<file path="src/rtl/nn_pkg.sv">
// Shared neural-network datapath defaults and the ReLU/saturation helper
// used by every layer's output stage.
package nn_pkg;

   localparam int ACC_W      = 20;
   localparam int OUT_W      = 8;
   localparam int FRAC_SHIFT = 4;

   // Result of relu_sat: activation in the low out_w bits of val, clip set when clamped high.
   typedef struct packed {
      logic        clip;
      logic [31:0] val;
   } relu_t;

   // Arithmetic shift, clamp negatives to zero, clamp above 2^out_w-1. Supports out_w <= 31.
   function automatic relu_t relu_sat(input logic signed [63:0] sum,
                                      input int unsigned        shift,
                                      input int unsigned        out_w);
      logic signed [63:0] sh;
      logic signed [63:0] max_v;
      relu_t              r;
      sh     = sum >>> shift;
      max_v  = (64'sd1 <<< out_w) - 64'sd1;
      r.clip = 1'b0;
      r.val  = 32'd0;
      if (sh < 64'sd0) begin
         r.val = 32'd0;
      end else if (sh > max_v) begin
         r.clip = 1'b1;
         r.val  = max_v[31:0];
      end else begin
         r.val  = sh[31:0];
      end
      return r;
   endfunction

endpackage

</file>
<file path="src/rtl/nn_fifo.sv">
// Small power-of-two FIFO with explicit occupancy count and a registered head,
// so the consumer sees a flop output rather than a memory read path.
module nn_fifo
   import nn_pkg::*;
#(
   parameter int DEPTH = 4,
   parameter int W     = 8
)(
   input  logic                       clk,
   input  logic                       rst,
   input  logic                       push,
   input  logic                       ack,
   input  logic [W-1:0]               din,
   output logic [W-1:0]               dout,
   output logic                       valid,
   output logic [$clog2(DEPTH+1)-1:0] count,
   output logic                       push_ok
);

   localparam int AW = $clog2(DEPTH);
   localparam int CW = $clog2(DEPTH+1);

   logic [W-1:0]  mem_r [DEPTH];
   logic [AW-1:0] wr_ptr_r;
   logic [AW-1:0] rd_ptr_r;
   logic [AW-1:0] rd_inc_s;
   logic [CW-1:0] count_r;
   logic [CW-1:0] count_nxt_s;
   logic [W-1:0]  head_r;
   logic [W-1:0]  head_nxt_s;
   logic          valid_r;
   logic          pop_s;
   logic          push_ok_s;

   assign pop_s     = valid_r & ack;
   assign push_ok_s = push & ((count_r < CW'(DEPTH)) | pop_s);
   assign rd_inc_s  = rd_ptr_r + AW'(1);

   // Next occupancy and next head; an entry pushed into an empty FIFO becomes head one edge later.
   always_comb begin
      count_nxt_s = count_r;
      head_nxt_s  = head_r;
      if (push_ok_s & ~pop_s) begin
         count_nxt_s = count_r + CW'(1);
      end else if (pop_s & ~push_ok_s) begin
         count_nxt_s = count_r - CW'(1);
      end else begin
         count_nxt_s = count_r;
      end
      if (pop_s) begin
         if (count_r > CW'(1)) begin
            head_nxt_s = mem_r[rd_inc_s];
         end else if (push_ok_s) begin
            head_nxt_s = din;
         end else begin
            head_nxt_s = {W{1'b0}};
         end
      end else if (push_ok_s & (count_r == CW'(0))) begin
         head_nxt_s = din;
      end else begin
         head_nxt_s = head_r;
      end
   end

   // Storage, pointers, occupancy and registered head.
   always_ff @(posedge clk) begin
      if (rst) begin
         for (int i = 0; i < DEPTH; i++) begin
            mem_r[i] <= {W{1'b0}};
         end
         wr_ptr_r <= {AW{1'b0}};
         rd_ptr_r <= {AW{1'b0}};
         count_r  <= {CW{1'b0}};
         head_r   <= {W{1'b0}};
         valid_r  <= 1'b0;
      end else begin
         if (push_ok_s) begin
            mem_r[wr_ptr_r] <= din;
            wr_ptr_r        <= wr_ptr_r + AW'(1);
         end
         if (pop_s) begin
            rd_ptr_r <= rd_inc_s;
         end
         count_r <= count_nxt_s;
         head_r  <= head_nxt_s;
         valid_r <= (count_nxt_s != CW'(0));
      end
   end

   assign dout    = head_r;
   assign valid   = valid_r;
   assign count   = count_r;
   assign push_ok = push_ok_s;

endmodule

</file>
<file path="src/rtl/neuron_output_stage.sv">
// Neuron output stage: capture accumulator+bias, rescale with ReLU/saturation,
// and queue activations for the next layer behind a valid/ack FIFO.
module neuron_output_stage
   import nn_pkg::*;
#(
   parameter int ACC_W      = nn_pkg::ACC_W,
   parameter int OUT_W      = nn_pkg::OUT_W,
   parameter int FRAC_SHIFT = nn_pkg::FRAC_SHIFT,
   parameter int DEPTH      = 4
)(
   input  logic                       clk,
   input  logic                       rst,
   input  logic                       done_in,
   input  logic [ACC_W-1:0]           acc_in,
   input  logic [ACC_W-1:0]           bias_in,
   output logic [OUT_W-1:0]           out_data,
   output logic                       out_valid,
   input  logic                       out_ack,
   output logic                       full,
   output logic [$clog2(DEPTH+1)-1:0] count,
   output logic                       sat_flag,
   output logic                       drop_err
);

   localparam int CW = $clog2(DEPTH+1);

   logic signed [ACC_W:0] sum_r;
   logic                  s1_v_r;
   relu_t                 relu_s;
   logic [OUT_W-1:0]      act_s;
   logic                  push_ok_s;
   logic                  sat_flag_r;
   logic                  drop_err_r;
   logic                  unused_s;

   // S1: sum is one bit wider than the operands so it can never overflow.
   always_ff @(posedge clk) begin
      if (rst) begin
         sum_r  <= {(ACC_W+1){1'b0}};
         s1_v_r <= 1'b0;
      end else begin
         s1_v_r <= done_in;
         if (done_in) begin
            sum_r <= {acc_in[ACC_W-1], acc_in} + {bias_in[ACC_W-1], bias_in};
         end
      end
   end

   assign relu_s   = relu_sat(64'(sum_r), FRAC_SHIFT, OUT_W);
   assign act_s    = relu_s.val[OUT_W-1:0];
   assign unused_s = ^relu_s.val[31:OUT_W];

   nn_fifo #(
      .DEPTH (DEPTH),
      .W     (OUT_W)
   ) u_fifo (
      .clk     (clk),
      .rst     (rst),
      .push    (s1_v_r),
      .ack     (out_ack),
      .din     (act_s),
      .dout    (out_data),
      .valid   (out_valid),
      .count   (count),
      .push_ok (push_ok_s)
   );

   // Clip pulse for accepted pushes only; drop error stays set until reset.
   always_ff @(posedge clk) begin
      if (rst) begin
         sat_flag_r <= 1'b0;
         drop_err_r <= 1'b0;
      end else begin
         sat_flag_r <= push_ok_s & relu_s.clip;
         drop_err_r <= drop_err_r | (s1_v_r & ~push_ok_s);
      end
   end

   assign sat_flag = sat_flag_r;
   assign drop_err = drop_err_r;
   assign full     = (count == CW'(DEPTH)) | ((count == CW'(DEPTH-1)) & s1_v_r);

endmodule

</file>
<file path="config.mk">
export PLATFORM = sky130hd
export DESIGN_NAME = neuron_output_stage
export DESIGN_NICKNAME = d
export VERILOG_FILES = /design/src/rtl/nn_pkg.sv /design/src/rtl/nn_fifo.sv /design/src/rtl/neuron_output_stage.sv
export SDC_FILE = /design/constraint.sdc
export NUM_CORES = 1
export LEC_CHECK = 0
export ABC_CLOCK_PERIOD_IN_PS = 8080
export CAP_MARGIN = 40
export CORE_ASPECT_RATIO = 0.7
export CORE_MARGIN = 3
export CORE_UTILIZATION = 45
export DETAILED_ROUTE_END_ITERATION = 8
export GPL_TIMING_DRIVEN = 0
export PLACE_DENSITY = 0.69
export SLEW_MARGIN = 20
export SYNTH_ARGS = -nofsm -noshare
export SYNTH_HDL_FRONTEND = slang
export SYNTH_SLANG_ARGS = --single-unit
</file>
<file path="constraint.sdc">
create_clock -name clk -period 8.08 [get_ports clk]
set_input_delay 1.616 -clock clk [delete_from_list [all_inputs] [get_ports clk]]
set_output_delay 1.616 -clock clk [all_outputs]
set_load 0.1 [all_outputs]
</file>
* Word-level counts from Yosys, hierarchy flattened
Memories as Yosys holds them, arrays and structs flattened. Cells that the tools add are included. Widths: inputs -> output; s select.
Storage, ports and cells: memories 1, output and inout bits 15, memory bits (writable) 32, flip-flop bits (word level) 40
Cells by class: muxes and demuxes 18, $add $sub $neg 5, magnitude comparators 4, bitwise logic cells 13, equality and inequality tests 2, reductions and logical operators 4
Memory list:
- u_fifo.mem_r | depth 4, width 8, rd ports 1, clocked after memory_dff 0, write ports 4, RTL line nn_fifo.sv:23 | logic [W-1:0] mem_r [DEPTH];
Operator list (count):
- $mux 8 | 7
- $add 20x20->21 | 1
- $gt 17x9->1 const B | 1
- $lt 17x1->1 const B | 1
- $and 1x1->1 | 8
- $mux 1 | 8
- $reduce_or 8->1 | 1
- $mux 3 | 2
- $add 2x1->2 const B | 2
- $add 3x1->3 const B | 1
- $eq 3x2->1 const B | 1
- $eq 3x3->1 const B | 1
- $gt 3x1->1 const B | 1
- $logic_not 3->1 | 1
- $lt 3x3->1 const B | 1
- $or 1x1->1 | 3
- $reduce_bool 3->1 | 1
- $sub 3x1->3 const B | 1
- $mux 2 | 1
- $not 1->1 | 2
- $reduce_bool 2->1 | 1

* Longest topological paths before layout
depth after elaboration 8, mapped depth 8

* By module
From an unflattened synthesis, not the netlist that was laid out.
Second synthesis, totals: cell total of the unflattened synthesis 422, area, all modules 4043.9 um2
Modules (own cells, without submodules):
- nn_fifo | times used 1, cells each 186, area each 2263.4 um2, seq. area each 1281.2 um2
- neuron_output_stage | times used 1, cells each 236, area each 1780.5 um2, seq. area each 400.4 um2

* Least setup slack after synthesis
Ideal clock, no wire load.
path kind reg-to-output, start reg u_fifo.count_r[0], in the netlist u_fifo.count[0], end out full, path buffers 0, cell stages (with the launch flop) 4, slack 4.287 ns, arrival 2.177 ns, cells stage by stage dfxtp_1 > ha_1 > ha_1 > a22o_1
On the way: cells in the longest elaborated chain, start to end 3, elaborated cells between the ends (all ways) 4, classes of those cells eq/ne (2); bitwise (2)
RTL lines:
- start: declaration | RTL line nn_fifo.sv:27 | logic [CW-1:0] count_r;
- start signal: assignment | RTL line nn_fifo.sv:73 | count_r <= {CW{1'b0}};
- start signal: assignment | RTL line nn_fifo.sv:84 | count_r <= count_nxt_s;
- $eq 3x2->1 | RTL line neuron_output_stage.sv:81 | assign full = (count == CW'(DEPTH)) | ((count == CW'(DEPTH-1)) & s1_v_r);
- $and 1x1->1 | RTL line neuron_output_stage.sv:81
- $or 1x1->1 (*) | RTL line neuron_output_stage.sv:81
- end: declaration | RTL line neuron_output_stage.sv:19 | output logic full,
Every way passes the cells marked *; elsewhere a longest branch is shown, timed or not.

==> impl_metrics.ini <==
[outcome]
status = complete, no violations

[clocking]
clk_latency_ns = 0.33
cts_tree = done
max-clock-path-buffers = 2
htree_levels = 3
cts.sinks = 68
postCtsSetupBuffers = 0
cts_resized = 0
cts-root-buf = clkbuf_16
cts-buffers-inserted = 9
clkTransAtPathRegs_ns = 0.06
ctsHoldBuffers = 0

[logic_synthesis]
ys_warn_count = 0
synthFlopType = dfxtp_1
syn_area_sq_um = 3750
syn-num-nets = 454
avgSynthCellArea_sq_um = 9.73
synth_edf_count = 32
synthArstFlopShare = 0
yosysSeqAreaShare = 0.448
ys_types = 55
ys_seq_elements = 68
syn_inst = 386

[finish]
layout_common_cells = nor2_1 (66), clkdlybuf4s50_1 (58), dfxtp_1 (36)
instances_no_fill = 576
fin_area_sq_um = 4960
layout_commonest_cell = nor2_1
final-seq-area_sq_um = 1680
layout.nets = 538
fill_cells = 664
area_delta_synth_final_pct = 32.2
diodes = 0
multi_input_area_sq_um = 1940
drive_above_1_share = 0.0989

[sta]
worst_slack_ns = 4.08
rsz0062_at_grt = false
period_share = 0.495
fmax_ghz = 0.250
worst_slew_pin_slew_ns = 0.719
slew_violations = 0
period_needed_ns = 4.00
skew_ns = 0.00621
hold_violations = 0
setup_viol = 0
max_slew_margin = 0.518
fin_tns_setup_ns = 0

[placed_design]
dp_hpwl_um = 6830
place_area_sq_um = 4690
place_congestion = 0.827
place_inst = 560
numPortBuffers = 58
dp_worst_setup_slack_ns = 3.75

[run]
cap_violations = 0

[worst_setup_path]
critPathBufInv = 2
cp_common_cell = nand2b_1
crit_start = out_ack
cp_top_family = simple AND/OR/NAND/NOR gates
startpoint_type = input pin
crit_fanout = 9
cp.required_ns = 8.06
end_kind = flip-flop
crit_chain = clkdlybuf4s50_1 -> nand2_1 -> a21boi_0 -> nand2b_1 -> or3_1 -> clkbuf_1 -> nand2b_1
critPathMaxStageDelay_ns = 0.49
cp_slowest_cell = a21boi_0
r2r-start = s1_v_r$_SDFF_PP0_
path_class = input pin to flip-flop
critPathArrivalTime_ns = 3.98

[detailed_routing]
drt-total-wl_um = 9140
drtIter0Drc = 294
routedWlPerCell_um = 15.9
drc_errors = 0
drtPass1Iterations = 5
drtAntennaViolNets = 0
vias = 3236
viasPerCell = 5.62

[hold_path]
hold_path_class = flip-flop to flip-flop
min-delay-start = sum_r[18]$_SDFFE_PP0P_

[power_and_ir_drop]
ir_worst_vdd_uv = 116
power.density_nw_per_um2 = 283
p_leak_uw = 0.00195
p_total_uw = 1410

[floorplanning]
fp.coreArea_sq_um = 7970
dieArea_sq_um = 9490
fp-row-count = 27
boundaryPins = 59
die_height_um = 82.4
die_x_um = 115
start_util = 0.471

[grt]
grt_pass1_wl_um = 14900
antenna_found_initial = 0
grt_max_degree = 14
overflow = 0
first_global_vias = 3069
track_usage = 0.205
-- per-stage QoR --
step	util	hold WS (ns)
floorplan	-	0.427
global placement	0.560	0.448
detailed placement	0.588	0.457
CTS	0.623	0.467
global route	0.623	0.486
finish	0.623	0.465
-- routing by layer --
metal | global-route usage | vias up | routed length, um
li1 | - | 1586 | -
met1 | 0.278 | 1537 | 4340
met2 | 0.332 | 103 | 4110
met3 | 0.0554 | 10 | 611
met4 | 0.0457 | 0 | 82
met5 | 0 | - | 0
-- final cells by class --
class / instances / share of cell area
multi-input cells: 286 / 0.391
clock buffers: 10 / 0.0461
plain buffers: 16 / 0.0144
well taps: 101 / 0.0255
clock inverters: 6 / 0.00983
flip-flops and latches: 68 / 0.339
inverters: 16 / 0.0121
repair buffers: 73 / 0.162
-- sequential cells by signal, indices dropped and copies added, names as in the netlist --
register / flops
u_fifo.rd_ptr_r: 2
u_fifo.mem_r: 32
u_fifo.dout: 8
sat_flag: 1
s1_v_r: 1
drop_err: 1
u_fifo.valid: 1
u_fifo.count: 3
u_fifo.wr_ptr_r: 2
sum_r: 17
-- report_power, final --
| group | leakage, uW | internal [uW] | switching [uW] |
|---|---|---|---|
| Sequential | 0.000628 | 410 | 30.7 |
| Combinational | 0.00120 | 229 | 372 |
| Clock | 0.000126 | 210 | 153 |
| Total | 0.00195 | 849 | 556 |
-- final timing paths --
path / to / slack (ns) / cells past startpoint
worst max-delay path: u_fifo.mem_r[0][4]$_SDFFCE_PN0P_ / 4.08 / 7
worst max register to register: u_fifo.mem_r[0][4]$_SDFFCE_PN0P_ / 5.39 / 6
worst min-delay path: sum_r[18]$_SDFFE_PP0P_ / 0.46 / 2
worst min register to register: sum_r[18]$_SDFFE_PP0P_ / 0.46 / 2
-- kinds of logic after synthesis --
kind of cell | synth area share
AOI/OAI and AO/OA | 0.193
xor gates and xnor gates | 0.0233
and+or+nand+nor | 0.165
DFF | 0.448
muxes | 0.0560
buffers and inverters | 0.0350
adders and majority gates | 0.0800
-- synth_stat cells, types with 3 or more instances --
master	instances	area [sq um]
nand2b_1	8	50.1
nor2b_1	3	18.8
and3_1	4	25.0
o221ai_1	9	78.8
and2_1	6	37.5
a221o_1	3	30.0
dfxtp_1	36	721
xor2_1	6	52.6
o21bai_1	9	67.6
nor2_1	66	248
a21oi_1	21	105
nand4_1	4	25.0
nand2_1	25	93.8
or4_1	3	22.5
nor3_1	3	15.0
or3_1	4	25.0
xnor2_1	4	35.0
clkbuf_1	14	52.6
mux4_2	8	180
a31oi_1	3	18.8
a211oi_1	3	22.5
ha_1	24	300
o21a_1	5	37.5
mux2i_1	3	30.0
a21o_1	6	45.0
edfxtp_1	32	961
a32o_1	3	30.0
inv_1	15	56.3
o21ai_0	24	120
-- worst min-delay path: cells and delay by family (launching register included) --
kind / cells / cell delay, ns
AOI/OAI and AO/OA: 1 / 0.05
DFF: 1 / 0.31
and+or+nand+nor: 1 / 0.05
Power figures use the tool's default switching activity.
